$ cat config.mk
export PLATFORM = sky130hd
export DESIGN_NAME = irq_ack_ctrl_flat
export DESIGN_NICKNAME = d
export VERILOG_FILES = /design/src/rtl/irq_ack_pkg.sv /design/src/rtl/irq_ack_ctrl_if.sv /design/src/rtl/rr_find_first.sv /design/src/rtl/irq_ack_ctrl.sv /design/src/flat_wrapper.sv
export SDC_FILE = /design/constraint.sdc
export NUM_CORES = 1
export LEC_CHECK = 0
export BUFFER_PORTS_ARGS = -buffer_cell sky130_fd_sc_hd__buf_2
export CORE_MARGIN = 10
export CORE_UTILIZATION = 35
export CTS_BUF_LIST = sky130_fd_sc_hd__clkbuf_4 sky130_fd_sc_hd__clkbuf_8
export DETAILED_ROUTE_END_ITERATION = 12
export PLACE_DENSITY_LB_ADDON = 0.05
export SYNTH_ARGS = -nofsm -noshare
export SYNTH_HDL_FRONTEND = slang
export SYNTH_SLANG_ARGS = --single-unit
export TNS_END_PERCENT = 5
$ cat constraint.sdc
create_clock -name clk_i -period 9.3 [get_ports clk_i]
set_clock_uncertainty 0.1 [all_clocks]
set_input_delay 1.395 -clock clk_i [delete_from_list [all_inputs] [get_ports clk_i]]
set_output_delay 1.395 -clock clk_i [all_outputs]
set_load 0.05 [all_outputs]
$ cat src/rtl/irq_ack_pkg.sv
`default_nettype none
// ============================================================================
//  Module   : irq_ack_pkg
//  Purpose  : Shared definitions for the interrupt request/acknowledge
//             controller: FSM state encoding, default NMI ID and the
//             ID width helper.
//  Ports    : none (package)
//  Revision : 1.0 - initial release
// ============================================================================
package irq_ack_pkg;

    localparam int DEFAULT_NUM_IRQ = 32;
    localparam int DEFAULT_NMI_ID  = 31;

    typedef enum logic [1:0] {
        ST_IDLE = 2'd0,
        ST_REQ  = 2'd1,
        ST_CLR  = 2'd2
    } state_e;

    // Width of an interrupt ID; a single line still needs one bit.
    function automatic int calc_id_width(input int num_irq);
        return (num_irq > 1) ? $clog2(num_irq) : 1;
    endfunction

    localparam int DEFAULT_ID_WIDTH = calc_id_width(DEFAULT_NUM_IRQ);

endpackage
`default_nettype wire

$ cat src/rtl/irq_ack_ctrl_if.sv
`default_nettype none
// ============================================================================
//  Module   : irq_ack_ctrl_if
//  Purpose  : Bundles the interrupt buffer status/clear signals and the core
//             request/acknowledge handshake of the controller.
//  Ports    : irq_pending_i, nmi_pending_i  - buffered status into controller
//             irq_req_o, irq_id_o           - request to the core
//             irq_ack_i, irq_ack_id_i       - acknowledge from the core
//             irq_clear_o, nmi_clear_o      - clear pulses to the buffers
//             ack_err_o                     - acknowledge error pulse
//             modport slave  : controller side
//             modport master : core/buffer side
//  Revision : 1.0 - initial release
// ============================================================================
interface irq_ack_ctrl_if
    import irq_ack_pkg::*;
#(
    parameter int NUM_IRQ  = DEFAULT_NUM_IRQ,
    parameter int ID_WIDTH = calc_id_width(NUM_IRQ)
);
    logic [NUM_IRQ-1:0]  irq_pending_i;
    logic                nmi_pending_i;
    logic                irq_req_o;
    logic [ID_WIDTH-1:0] irq_id_o;
    logic                irq_ack_i;
    logic [ID_WIDTH-1:0] irq_ack_id_i;
    logic [NUM_IRQ-1:0]  irq_clear_o;
    logic                nmi_clear_o;
    logic                ack_err_o;

    modport slave (
        input  irq_pending_i,
        input  nmi_pending_i,
        input  irq_ack_i,
        input  irq_ack_id_i,
        output irq_req_o,
        output irq_id_o,
        output irq_clear_o,
        output nmi_clear_o,
        output ack_err_o
    );

    modport master (
        output irq_pending_i,
        output nmi_pending_i,
        output irq_ack_i,
        output irq_ack_id_i,
        input  irq_req_o,
        input  irq_id_o,
        input  irq_clear_o,
        input  nmi_clear_o,
        input  ack_err_o
    );

endinterface
`default_nettype wire

$ cat src/rtl/rr_find_first.sv
`default_nettype none
// ============================================================================
//  Module   : rr_find_first
//  Purpose  : Combinational round-robin search. Returns the first set bit of
//             vec found searching upward from start_ptr, wrapping modulo
//             NUM_IRQ (NUM_IRQ must be a power of two).
//  Ports    : vec       in  NUM_IRQ   candidate vector
//             start_ptr in  ID_WIDTH  first index to examine
//             idx       out ID_WIDTH  index of the first set bit
//             found     out 1         any bit of vec set
//  Revision : 1.0 - initial release
// ============================================================================
module rr_find_first
    import irq_ack_pkg::*;
#(
    parameter int NUM_IRQ  = DEFAULT_NUM_IRQ,
    parameter int ID_WIDTH = calc_id_width(NUM_IRQ)
) (
    input  logic [NUM_IRQ-1:0]  vec,
    input  logic [ID_WIDTH-1:0] start_ptr,
    output logic [ID_WIDTH-1:0] idx,
    output logic                found
);

    logic [NUM_IRQ-1:0]  w_rot;
    logic [ID_WIDTH-1:0] w_off;

    // Rotate so that start_ptr lands on bit 0; index arithmetic wraps
    // naturally because NUM_IRQ is a power of two.
    always_comb begin
        w_rot = '0;
        for (int i = 0; i < NUM_IRQ; i++) begin
            w_rot[i] = vec[ID_WIDTH'(ID_WIDTH'(i) + start_ptr)];
        end
    end

    // Lowest set bit of the rotated vector; scanning downward lets the
    // last assignment win without a break.
    always_comb begin
        w_off = '0;
        found = 1'b0;
        for (int i = NUM_IRQ - 1; i >= 0; i--) begin
            if (w_rot[i]) begin
                w_off = ID_WIDTH'(i);
                found = 1'b1;
            end
        end
    end

    assign idx = w_off + start_ptr;

endmodule
`default_nettype wire

$ cat src/rtl/irq_ack_ctrl.sv
`default_nettype none
// ============================================================================
//  Module   : irq_ack_ctrl
//  Purpose  : Core-side interrupt request/acknowledge controller. Presents one
//             request at a time (NMI first, then round-robin maskable IRQs),
//             completes the acknowledge handshake and issues a one-cycle
//             one-hot clear back into the interrupt buffer.
//  Ports    : clk_i   in  clock
//             rst_ni  in  asynchronous active-low reset
//             bus     slave modport of irq_ack_ctrl_if
//  Revision : 1.0 - initial release
// ============================================================================
module irq_ack_ctrl
    import irq_ack_pkg::*;
#(
    parameter int NUM_IRQ  = DEFAULT_NUM_IRQ,
    parameter int ID_WIDTH = calc_id_width(NUM_IRQ),
    parameter int NMI_ID   = DEFAULT_NMI_ID
) (
    input  logic           clk_i,
    input  logic           rst_ni,
    irq_ack_ctrl_if.slave  bus
);

    localparam logic [1:0]          c_idle   = ST_IDLE;
    localparam logic [1:0]          c_req    = ST_REQ;
    localparam logic [1:0]          c_clr    = ST_CLR;
    localparam logic [ID_WIDTH-1:0] c_nmi_id = ID_WIDTH'(NMI_ID);
    localparam logic [NUM_IRQ-1:0]  c_one    = NUM_IRQ'(1);
    // The NMI_ID slot of the maskable vector is reserved for the NMI.
    localparam logic [NUM_IRQ-1:0]  c_irq_mask = ~(c_one << NMI_ID);

    logic [1:0]          r_state;
    logic [ID_WIDTH-1:0] r_id;
    logic                r_nmi;
    logic [ID_WIDTH-1:0] r_rr_ptr;
    logic                r_ack_err;

    logic [NUM_IRQ-1:0]  w_irq_vec;
    logic [ID_WIDTH-1:0] w_rr_idx;
    logic                w_rr_found;
    logic                w_ack_match;
    logic                w_src_dropped;

    assign w_irq_vec = bus.irq_pending_i & c_irq_mask;

    rr_find_first #(
        .NUM_IRQ  (NUM_IRQ),
        .ID_WIDTH (ID_WIDTH)
    ) u_rr_find_first (
        .vec       (w_irq_vec),
        .start_ptr (r_rr_ptr),
        .idx       (w_rr_idx),
        .found     (w_rr_found)
    );

    assign w_ack_match   = bus.irq_ack_i && (bus.irq_ack_id_i == r_id);
    assign w_src_dropped = r_nmi ? !bus.nmi_pending_i : !w_irq_vec[r_id];

    always_ff @(posedge clk_i or negedge rst_ni) begin
        if (!rst_ni) begin
            r_state   <= c_idle;
            r_id      <= '0;
            r_nmi     <= 1'b0;
            r_rr_ptr  <= '0;
            r_ack_err <= 1'b0;
        end else begin
            r_ack_err <= 1'b0;
            case (r_state)
                c_idle: begin
                    r_ack_err <= bus.irq_ack_i;
                    if (bus.nmi_pending_i) begin
                        r_id    <= c_nmi_id;
                        r_nmi   <= 1'b1;
                        r_state <= c_req;
                    end else if (w_rr_found) begin
                        r_id    <= w_rr_idx;
                        r_nmi   <= 1'b0;
                        r_state <= c_req;
                    end
                end
                c_req: begin
                    if (w_ack_match) begin
                        r_state <= c_clr;
                        // NMI service does not disturb the round-robin order.
                        if (!r_nmi) begin
                            r_rr_ptr <= r_id + 1'b1;
                        end
                    end else if (bus.irq_ack_i) begin
                        r_ack_err <= 1'b1;
                        r_state   <= c_idle;
                    end else if (!r_nmi && bus.nmi_pending_i) begin
                        // Preempt in place: the request line stays high.
                        r_id  <= c_nmi_id;
                        r_nmi <= 1'b1;
                    end else if (w_src_dropped) begin
                        r_state <= c_idle;
                    end
                end
                c_clr: begin
                    // The buffer sees the clear at the next edge, so going
                    // through IDLE first avoids re-requesting a stale bit.
                    r_ack_err <= bus.irq_ack_i;
                    r_state   <= c_idle;
                end
                default: begin
                    r_state <= c_idle;
                end
            endcase
        end
    end

    // Outputs are decoded purely from registered state.
    assign bus.irq_req_o   = (r_state == c_req);
    assign bus.irq_id_o    = r_id;
    assign bus.irq_clear_o = ((r_state == c_clr) && !r_nmi) ? (c_one << r_id) : '0;
    assign bus.nmi_clear_o = (r_state == c_clr) && r_nmi;
    assign bus.ack_err_o   = r_ack_err;

endmodule
`default_nettype wire

$ cat src/flat_wrapper.sv
// flat-port wrapper written by rule: the top's interface ports become plain ports
module irq_ack_ctrl_flat import irq_ack_pkg::*;
#(
    parameter int NUM_IRQ  = DEFAULT_NUM_IRQ,
    parameter int ID_WIDTH = calc_id_width(NUM_IRQ),
    parameter int NMI_ID   = DEFAULT_NMI_ID
)
  (clk_i, rst_ni, bus_irq_pending_i, bus_nmi_pending_i, bus_irq_ack_i, bus_irq_ack_id_i, bus_irq_req_o, bus_irq_id_o, bus_irq_clear_o, bus_nmi_clear_o, bus_ack_err_o);
  irq_ack_ctrl_if #(.NUM_IRQ(NUM_IRQ), .ID_WIDTH(ID_WIDTH)) bus_i ();
  input  logic clk_i;
  input  logic rst_ni;
  input wire logic [$bits(bus_i.irq_pending_i)-1:0] bus_irq_pending_i;
  input wire logic [$bits(bus_i.nmi_pending_i)-1:0] bus_nmi_pending_i;
  input wire logic [$bits(bus_i.irq_ack_i)-1:0] bus_irq_ack_i;
  input wire logic [$bits(bus_i.irq_ack_id_i)-1:0] bus_irq_ack_id_i;
  output wire logic [$bits(bus_i.irq_req_o)-1:0] bus_irq_req_o;
  output wire logic [$bits(bus_i.irq_id_o)-1:0] bus_irq_id_o;
  output wire logic [$bits(bus_i.irq_clear_o)-1:0] bus_irq_clear_o;
  output wire logic [$bits(bus_i.nmi_clear_o)-1:0] bus_nmi_clear_o;
  output wire logic [$bits(bus_i.ack_err_o)-1:0] bus_ack_err_o;
  assign bus_i.irq_pending_i = bus_irq_pending_i;
  assign bus_i.nmi_pending_i = bus_nmi_pending_i;
  assign bus_i.irq_ack_i = bus_irq_ack_i;
  assign bus_i.irq_ack_id_i = bus_irq_ack_id_i;
  assign bus_irq_req_o = bus_i.irq_req_o;
  assign bus_irq_id_o = bus_i.irq_id_o;
  assign bus_irq_clear_o = bus_i.irq_clear_o;
  assign bus_nmi_clear_o = bus_i.nmi_clear_o;
  assign bus_ack_err_o = bus_i.ack_err_o;
  irq_ack_ctrl #(.NUM_IRQ(NUM_IRQ), .ID_WIDTH(ID_WIDTH), .NMI_ID(NMI_ID)) u_core (.clk_i(clk_i), .rst_ni(rst_ni), .bus(bus_i));
endmodule
==> results.sh <==
export IMPL_grt_total_usage_pct=16.4
export IMPL_worst_pin_slew_ps=842
export IMPL_die_h_um=138
export IMPL_drt_total_wl_mm=15.7
export IMPL_clk_latency_ps=250
export IMPL_layout_drive_gt1_share_pct=30.6
export IMPL_io_pins=81
export IMPL_dp_cells=683
export IMPL_grt_pass1_wl_mm=24.6
export IMPL_synth_cell_area_um2=4860
export IMPL_worst_path_max_delay_cell="dfrtp_1"
export IMPL_synth_common_cells="nor2_1 (47), mux2i_1 (46), mux4_2 (46)"
export IMPL_fillCellCount=1384
export IMPL_fin_util_pct=39.0
export IMPL_post_route_period_util_pct=64.3
export IMPL_synthFlopType="dfrtp_1"
export IMPL_synth_distinct_cells=70
export IMPL_slew_violations=0
export IMPL_crit_buf_inv=4
export IMPL_cp_common_cell="inv_1"
export IMPL_antenna_found_initial=0
export IMPL_yosysSeqAreaShare_pct=7.20
export IMPL_start_util_pct=35.3
export IMPL_synth_edf_count=0
export IMPL_finalSetupViolCount=0
export IMPL_cp_required_ps=9300
export IMPL_syn_nets=512
export IMPL_cts_setup_buffers=0
export IMPL_crit_path_cell_trace="inv_1 -> ha_1 -> xnor2_1 -> mux4_1 -> mux2i_1 -> inv_1 -> o21ai_0 -> a221oi_1 -> o211a_1 -> a211oi_1 -> ha_1 -> inv_1 -> fa_1 -> inv_1 -> a21o_1 -> a21oi_1 -> xnor2_1 -> o31ai_1 -> mux2i_1 -> a2bb2oi_1"
export IMPL_path_class="register to register"
export IMPL_clkTransAtPathRegs_ps=60
export IMPL_gp_congestion=0.814
export IMPL_antenna_cells=0
export IMPL_grt_pass1_vias=4146
export IMPL_cp_top_family="multiplexers"
export IMPL_core_um2=13800
export IMPL_drtIter0Drc=240
export IMPL_r2r_slack_ps=3320
export IMPL_hold_path_class="register to register"
export IMPL_fin_cells=687
export IMPL_yosysTopAreaCell="mux4_2"
export IMPL_status="complete, no violations"
export IMPL_r2r_end="u_core.bus.irq_id_o[4]"
export IMPL_dp_hpwl_mm=12.6
export IMPL_drt_pass1_iterations=4
export IMPL_syn_area_per_cell_um2=10.9
export IMPL_die_w_um=138
export IMPL_start_kind="register"
export IMPL_nNetsFinal=573
export IMPL_synth_top_cell_area_share_pct=21.3
export IMPL_cts_tree="done"
export IMPL_hold_violations=0
export IMPL_setup_slack_ps=3320
export IMPL_synth_area_leaders="mux4_2 (21%), mux4_1 (19%), mux2i_1 (9.5%), dfrtp_1 (7.2%), ha_1 (5.9%)"
export IMPL_worstSetupEndpoint="u_core.bus.irq_id_o[4]"
export IMPL_cts_sinks=14
export IMPL_num_rows=43
export IMPL_cts_resized=0
export IMPL_detail_route_antenna_nets=0
export IMPL_final_seq_area_um2=350
export IMPL_htreeDepth=1
export IMPL_cts_root_buf="clkbuf_8"
export IMPL_port_buffers=79
export IMPL_final_setup_tns_ps=0
export IMPL_relSlewSlack_pct=43.9
export IMPL_wl_per_cell_um=22.8
export IMPL_crit_fanout=18
export IMPL_die_area_um2=19000
export IMPL_cp_arrival_ps=5980
export IMPL_rsz0062_at_grt="false"
export IMPL_cts_hold_buf=0
export IMPL_yosysWarnings=0
export IMPL_fin_crit_ps=5980
export IMPL_multi_input_area_um2=4250
export IMPL_syn_inst=447
export IMPL_pre_cts_ws_ps=3290
export IMPL_path_depth=20
export IMPL_vias=4083
export IMPL_cts_buffers_inserted=3
export IMPL_slowest_delay_ps=770
export IMPL_r2r_start="u_core.r_rr_ptr[2]"
export IMPL_synth_seq_cells=14
export IMPL_worstRegToRegCells=20
export IMPL_drc=0
export IMPL_synth_most_common_cell="nor2_1"
export IMPL_fmax_mhz=167
export IMPL_crit_path_end_kind="register"
export IMPL_overflow=0
export IMPL_synthToLayoutAreaGrowth_pct=10.5
export IMPL_async_flop_share_pct=100
export IMPL_cap_violations=0
export IMPL_cts_path_max_buffers=2
export IMPL_grt_max_degree=41
export IMPL_crit_start="u_core.r_rr_ptr[2]"
export IMPL_viasPerCell=5.94
## flip-flops by register name, indices dropped and copies added, names as in the netlist
name,count
u_core.bus.irq_id_o,5
u_core.r_rr_ptr,5
u_core.r_state,2
u_core.bus.ack_err_o,1
u_core.r_nmi,1
## per-layer routing
| layer | global-route usage, % | vias up | routed length [um] |
|---|---|---|---|
| li1 | - | 1897 | - |
| met1 | 24.1 | 2044 | 7410 |
| met2 | 25.8 | 138 | 7200 |
| met3 | 2.75 | 4 | 1030 |
| met4 | 1.10 | 0 | 49 |
| met5 | 0 | - | 0 |
## logic make-up (layout without fill, tap and decap cells)
family                   count (synthesis)  count (layout)  synth area share (%)
AO/OA/AOI/OAI                           66              66                  9.23
XOR/XNOR                                33              33                  6.40
adder cells (fa/ha/maj)                 24              24                  6.33
buffers and inverters                   46             106                  5.40
flip-flops                              14              14                  7.20
multiplexers                           136             136                  52.0
AND/OR/NAND/NOR                        128             128                  13.5
## how the worst min path moves through the flow
stage / startpoint / endpoint / cells past startpoint
finish: u_core.r_state[0] / u_core.r_state[0] / 1
global route: u_core.r_state[0] / u_core.r_state[0] / 1
CTS: u_core.r_state[0] / u_core.r_state[0] / 1
detailed placement: u_core.r_state[0] / u_core.r_state[0] / 1
global placement: u_core.r_state[1] / u_core.r_state[0] / 2
floorplan: u_core.r_state[0] / u_core.r_state[0] / 1
## cell type report
type,count,share of cell area [%]
multi-input cells,387,79.1
repair buffers,82,7.77
flip-flops and latches,14,6.52
well taps,180,4.19
inverters,20,1.40
clock buffers,4,1.02
## stage by stage
stage	cell area (um2)	hold slack, ps
after floorplan	4860	458
after global placement	5320	500
after detailed placement	5320	514
after CTS	5380	538
after global routing	5380	575
final	5380	546
## placed cells by master (no fill, tap or decap), types with 4 or more instances in the layout
| cell type | netlist | routed |
|---|---|---|
| a21boi_0 | 4 | 4 |
| a21oi_1 | 17 | 17 |
| and2_1 | 4 | 4 |
| buf_2 | 6 | 79 |
| clkbuf_8 | 3 | 4 |
| dfrtp_1 | 14 | 14 |
| ha_1 | 23 | 23 |
| inv_1 | 18 | 18 |
| mux2_2 | 5 | 5 |
| mux2i_1 | 46 | 46 |
| mux4_1 | 35 | 35 |
| mux4_2 | 46 | 46 |
| nand2_1 | 31 | 31 |
| nand2b_1 | 9 | 9 |
| nand3_1 | 10 | 10 |
| nor2_1 | 47 | 47 |
| nor3_1 | 6 | 6 |
| o21ai_0 | 12 | 12 |
| xnor2_1 | 26 | 26 |
| xor2_1 | 4 | 4 |
Power is left out: the tool's default activity adds up to more than one toggle a clock period on the data nets, which glitch-free logic cannot reach.
